===== config.mk =====
export PLATFORM = sky130hd
export DESIGN_NAME = msk_rcon_sched
export DESIGN_NICKNAME = d
export VERILOG_FILES = /design/src/rtl/msk_rcon_sched.sv
export SDC_FILE = /design/constraint.sdc
export NUM_CORES = 1
export LEC_CHECK = 0
export BUFFER_PORTS_ARGS = -buffer_cell sky130_fd_sc_hd__buf_2
export CORE_MARGIN = 3
export CORE_UTILIZATION = 50
export DETAILED_ROUTE_END_ITERATION = 7
export HOLD_SLACK_MARGIN = 0.06
export PLACE_DENSITY = 0.76
export SYNTH_ARGS = -nofsm -noshare
export SYNTH_HDL_FRONTEND = slang
export SYNTH_SLANG_ARGS = --single-unit

===== constraint.sdc =====
create_clock -name clk -period 2.2 [get_ports clk]
set_input_delay 0.11 -clock clk [delete_from_list [all_inputs] [get_ports clk]]
set_output_delay 0.11 -clock clk [all_outputs]
set_load 0.02 [all_outputs]

===== src/rtl/msk_rcon_sched.sv =====
// msk_rcon_sched: emits NROUNDS AES round constants (01,02,04,...) as
// bit-sliced d-share sharings over a valid/ready handshake, then pulses done.
// Optional build macro MSK_RCON_REFRESH_EN adds the rnd port and re-masks
// every presented sharing with fresh randomness; otherwise the sharing is
// the constant-injection form (rcon, 0, ..., 0).
module msk_rcon_sched #(
  parameter int d       = 2,
  parameter int NROUNDS = 10,
  parameter int count   = 8
) (
  input  logic                     clk,
  input  logic                     rst,
  input  logic                     start,
  output logic                     busy,
  output logic                     done,
  output logic [7:0]               round_idx,
  output logic                     out_valid,
  input  logic                     out_ready,
  output logic [count*d-1:0]       out
`ifdef MSK_RCON_REFRESH_EN
  ,
  input  logic [count*(d-1)-1:0]   rnd
`endif
);

  localparam logic [1:0] ST_IDLE = 2'd0;
  localparam logic [1:0] ST_RUN  = 2'd1;
  localparam logic [1:0] ST_FIN  = 2'd2;

  localparam logic [7:0] RCON_INIT = 8'h01;
  localparam logic [7:0] LAST_IDX  = 8'(NROUNDS - 1);

  logic [1:0]             state_q, state_d;
  logic [7:0]             rcon_q, rcon_d;
  logic [7:0]             round_idx_q, round_idx_d;
  logic [count*d-1:0]     out_q, out_d;
  logic [count*(d-1)-1:0] mask_bits;
  logic [7:0]             rcon_next;

`ifdef MSK_RCON_REFRESH_EN
  assign mask_bits = rnd;
`else
  assign mask_bits = '0;
`endif

  // GF(2^8) doubling modulo x^8+x^4+x^3+x+1
  function automatic logic [7:0] xtime(input logic [7:0] a);
    return {a[6:0], 1'b0} ^ (a[7] ? 8'h1B : 8'h00);
  endfunction

  // Bit-sliced sharing: shares 1..d-1 take the mask bits, share 0 absorbs
  // the constant so that the XOR of all shares of bit i equals v[i].
  function automatic logic [count*d-1:0] make_sharing(
    input logic [7:0]             v,
    input logic [count*(d-1)-1:0] r
  );
    logic [count*d-1:0] s;
    logic               acc;
    s = '0;
    for (int unsigned i = 0; i < count; i++) begin
      acc = v[i];
      for (int unsigned j = 1; j < d; j++) begin
        s[i*d+j] = r[i*(d-1)+j-1];
        acc      = acc ^ r[i*(d-1)+j-1];
      end
      s[i*d] = acc;
    end
    return s;
  endfunction

  assign rcon_next = xtime(rcon_q);

  // Next-state logic: sharing is only rebuilt on run start and on non-final
  // handshakes, so it (and the sampled mask) holds across stalls.
  always_comb begin
    state_d     = state_q;
    rcon_d      = rcon_q;
    round_idx_d = round_idx_q;
    out_d       = out_q;
    case (state_q)
      ST_IDLE: begin
        if (start) begin
          state_d     = ST_RUN;
          rcon_d      = RCON_INIT;
          round_idx_d = '0;
          out_d       = make_sharing(RCON_INIT, mask_bits);
        end
      end
      ST_RUN: begin
        if (out_ready) begin
          if (round_idx_q == LAST_IDX) begin
            state_d = ST_FIN;
            out_d   = '0;
          end else begin
            rcon_d      = rcon_next;
            round_idx_d = round_idx_q + 8'd1;
            out_d       = make_sharing(rcon_next, mask_bits);
          end
        end
      end
      ST_FIN: begin
        state_d     = ST_IDLE;
        rcon_d      = RCON_INIT;
        round_idx_d = '0;
        out_d       = '0;
      end
      default: begin
        state_d     = ST_IDLE;
        rcon_d      = RCON_INIT;
        round_idx_d = '0;
        out_d       = '0;
      end
    endcase
  end

  // State registers with asynchronous abort to the idle values
  always_ff @(posedge clk or posedge rst) begin
    if (rst) begin
      state_q     <= ST_IDLE;
      rcon_q      <= RCON_INIT;
      round_idx_q <= '0;
      out_q       <= '0;
    end else begin
      state_q     <= state_d;
      rcon_q      <= rcon_d;
      round_idx_q <= round_idx_d;
      out_q       <= out_d;
    end
  end

  assign busy      = (state_q == ST_RUN);
  assign out_valid = (state_q == ST_RUN);
  assign done      = (state_q == ST_FIN);
  assign round_idx = round_idx_q;
  assign out       = out_q;

endmodule


==> results by group <==
Run status
  – Status: finished clean

Clock network
  – Resized Gates After CTS: 0
  – Clock root buffer: clkbuf_4
  – TritonCTS Buffers: 3
  – Clk_lat worst skew: 0.32 ns
  – H-tree depth: 1
  – CTS max path bufs: 2
  – Clk sinks: 26
  – CTS tree: done
  – CTS clk-pin slew, worst paths: 0.14 ns

Synthesis
  – Yosys reg bits: 26
  – Seq/Total Area, Yosys: 51.8%
  – Synth cell types: 32
  – Ys Warns: 0
  – Mean Syn Cell Area: approximately 11 sq um
  – Mapped Cells: 112
  – Syn Std Cell Area: approximately 1300 sq um

Power
  – P_leak: 0.000727 uW
  – Power Density: roughly 1400 nW/um^2
  – Maximum VDD drop: approximately 0.8 mV
  – Total power after layout: between 1500 and 2000 uW

Floorplan
  – Starting density of the core: 54.7%
  – Io pins: 31
  – Die width: between 50 and 60 um
  – Die area: 3150 sq um
  – Row count: 17
  – Die Span Y: 56.2 um
  – CORE AREA: approximately 2300 sq um

STA
  – Fin. max-slew vios: 0
  – Fin. Hold Viols: 0
  – Clk_skew: 0.0129 ns
  – Crit path time final: 1.69 ns
  – Period utilization: between 70% and 80%
  – RSZ-0062 raised after global routing: no
  – Setup_tns: 0 ns
  – Final setup violation count: 0
  – Final worst setup slack: roughly 0.51 ns
  – Achievable Freq: 0.592 GHz

Place
  – Routability congestion estimate: 0.736
  – DP Area: between 1000 and 1500 sq um
  – Dpl hpwl: 1620 um
  – Buffers on Ports: 22
  – Dpl ws: 0.549 ns

Worst setup path
  – Crit. End Element: flip-flop
  – RR Startpoint: round_idx[2]
  – Worst path cell trace: nor4b_1 -> and3_1 -> a21o_1 -> a22o_1
  – Levels on crit path: 4
  – Worst path buffer plus inverter count: 0
  – Worst Setup EP: rcon_q[5]
  – CP peak stage delay: 0.49 ns
  – Worst Setup SP: round_idx[2]
  – Worst reg2reg path endpoint: rcon_q[5]
  – Cell depth of the worst flop-to-flop path: 4
  – Worst path slowest cell: dfrtp_1
  – WS Path Type: reg -> reg
  – Worst Path Max Fanout: 10
  – WP data arrival: ~2.0 ns
  – Startpoint types: flip-flop
  – CP required: roughly 2.5 ns
  – Delay-heaviest family, CP: simple AND/OR/NAND/NOR gates
  – Flop-to-flop setup slack: about 0.5 ns

Route
  – DRT iter0 DRCs: 24
  – Routed wire length: 2260 um
  – Drt pass-1 iters: 4
  – Antenna viol nets, final: 0
  – Drt drc: 0
  – Drt via density: approximately 5.3
  – Routed len/inst: 13.9 um
  – Routed vias: 868

Cells and area
  – Filler cell count: 209
  – Final net count: 142
  – Share of cells above drive strength 1: between 20% and 30%
  – Post-Layout Inst Area: ~1400 sq um
  – Area of the multi-input gates: 507 sq um
  – End-of-flow core utilization: just over 60%
  – Area Overhead vs Synth: 10.8%
  – Ant diodes: 0
  – Sequential cell area: 652 sq um

GRT
  – Routing usage on met1: roughly a fifth
  – Global Route met3 Usage: 2.55%
  – Largest net degree at the start of global routing: 27
  – Met2 Use GR: 25.9%
  – First-pass GRT wire length: 3900 um
  – GRT Max-Usage Layer: met2
  – GRT Util Overall: 15.2%
  – Grt ovf: 0
  – Number of antenna violations at the first check in global routing: 0
  – Vias in the first global route: 880

Job
  – Max-cap violations: 0

Worst hold path
  – Hold/Removal Path Class: in -> reg
[synthesized netlist by cell type]
| cell | count | area [sq um] |
|---|---|---|
| nor2_4 | 1 | 11.3 |
| a32oi_1 | 1 | 8.76 |
| o21ai_0 | 2 | 10.0 |
| or2_2 | 1 | 6.26 |
| xor2_1 | 5 | 43.8 |
| o31ai_1 | 1 | 7.51 |
| nor2_1 | 6 | 22.5 |
| and3_1 | 3 | 18.8 |
| mux2_4 | 1 | 15.0 |
| a21o_1 | 1 | 7.51 |
| and4_1 | 2 | 17.5 |
| or3_1 | 4 | 25.0 |
| clkbuf_1 | 1 | 3.75 |
| nor4b_1 | 1 | 8.76 |
| nand2_1 | 5 | 18.8 |
| dfstp_2 | 1 | 26.3 |
| dfrtp_1 | 25 | 626 |
| o21ai_1 | 2 | 10.0 |
| a22o_1 | 16 | 140 |
| buf_2 | 1 | 5.00 |
| nor2b_2 | 1 | 8.76 |
| nor2b_1 | 2 | 12.5 |
| inv_1 | 5 | 18.8 |
| a21oi_1 | 4 | 20.0 |
| buf_4 | 10 | 75.1 |
| a211oi_1 | 1 | 7.51 |
| buf_6 | 2 | 22.5 |
| nand4_1 | 2 | 12.5 |
| conb_1 | 1 | 3.75 |
| and2_4 | 1 | 8.76 |
| ha_1 | 2 | 25.0 |
| nor3_2 | 1 | 10.0 |
[layout make-up]
type                       count  area share [%]
sequential                    26            46.8
timing repair buffer          26            10.4
inverter                       5            1.35
clock buffer                   4            2.60
multi-input combinational     74            36.4
tap                           28            2.51
[repair_timing]
item | CTS | global route
hold buffers | 2 | 0
hold endpoints to repair | 26 | 0
setup buffers | 0 | 0
[how the worst min path moves through the flow]
stage | start | to | slack [ns] | depth (start not counted)
4_1_cts | start | state_q[0] | 0.06 | 3
2_1_floorplan | rst | out[0] | 0.15 | 1
6_report | start | state_q[0] | 0.06 | 3
3_5_place_dp | rst | round_idx[6] | 0.18 | 3
3_3_place_gp | rst | out[12] | 0.17 | 3
5_1_grt | start | state_q[0] | 0.07 | 3
[where the power goes]
| part | leakage (uW) | switching [uW] | internal (uW) |
|---|---|---|---|
| clock | 0.0000210 | 135 | 101 |
| sequential | 0.000331 | 184 | 675 |
| combinational | 0.000375 | 524 | 374 |
| total | 0.000727 | 843 | 1150 |
[tightest hold or removal path, delay by kind of cell]
| family | cells | cell delay (ns) |
|---|---|---|
| buf+inv | 1 | 0.10 |
| simple gates | 1 | 0.09 |
| compound gates | 1 | 0.06 |
[cells by family after synthesis]
| logic type | count (synthesis) | share of synthesized area, % |
|---|---|---|
| and+or+nand+nor | 30 | 14.4 |
| AOI/OAI and AO/OA | 28 | 16.8 |
| DFF | 26 | 51.8 |
| buffers and inverters | 19 | 9.95 |
| xor gates and xnor gates | 5 | 3.48 |
| adders and majority gates | 2 | 1.99 |
| other | 1 | 0.298 |
| muxes | 1 | 1.19 |
[per-layer routing]
layer,part of all wire (%),vias up
met5,0,-
met4,0.57,0
met3,5.3,2
met2,46,22
met1,48,422
li1,-,422
[per-stage QoR]
step	std cells	hold WS, ns
6_report	163	0.0647
3_3_place_gp	157	0.173
3_5_place_dp	157	0.185
2_1_floorplan	119	0.149
5_1_grt	163	0.0739
4_1_cts	163	0.0601
[layout by cell type (no fill, tap or decap), types with 3 or more instances in the layout]
master	instances
or3_1	4
nand2_1	5
conb_1	8
a21oi_1	4
nor2_1	6
a22o_1	16
and3_1	3
clkbuf_4	3
inv_1	5
xor2_1	5
dfrtp_1	25
buf_2	22
[state kept, by name, summed over array words and instances, names as in the netlist]
name and flops:
state_q 2, round_idx 8, rcon_q 8, out 8
Note: power is estimated with default switching activity, not from simulation.
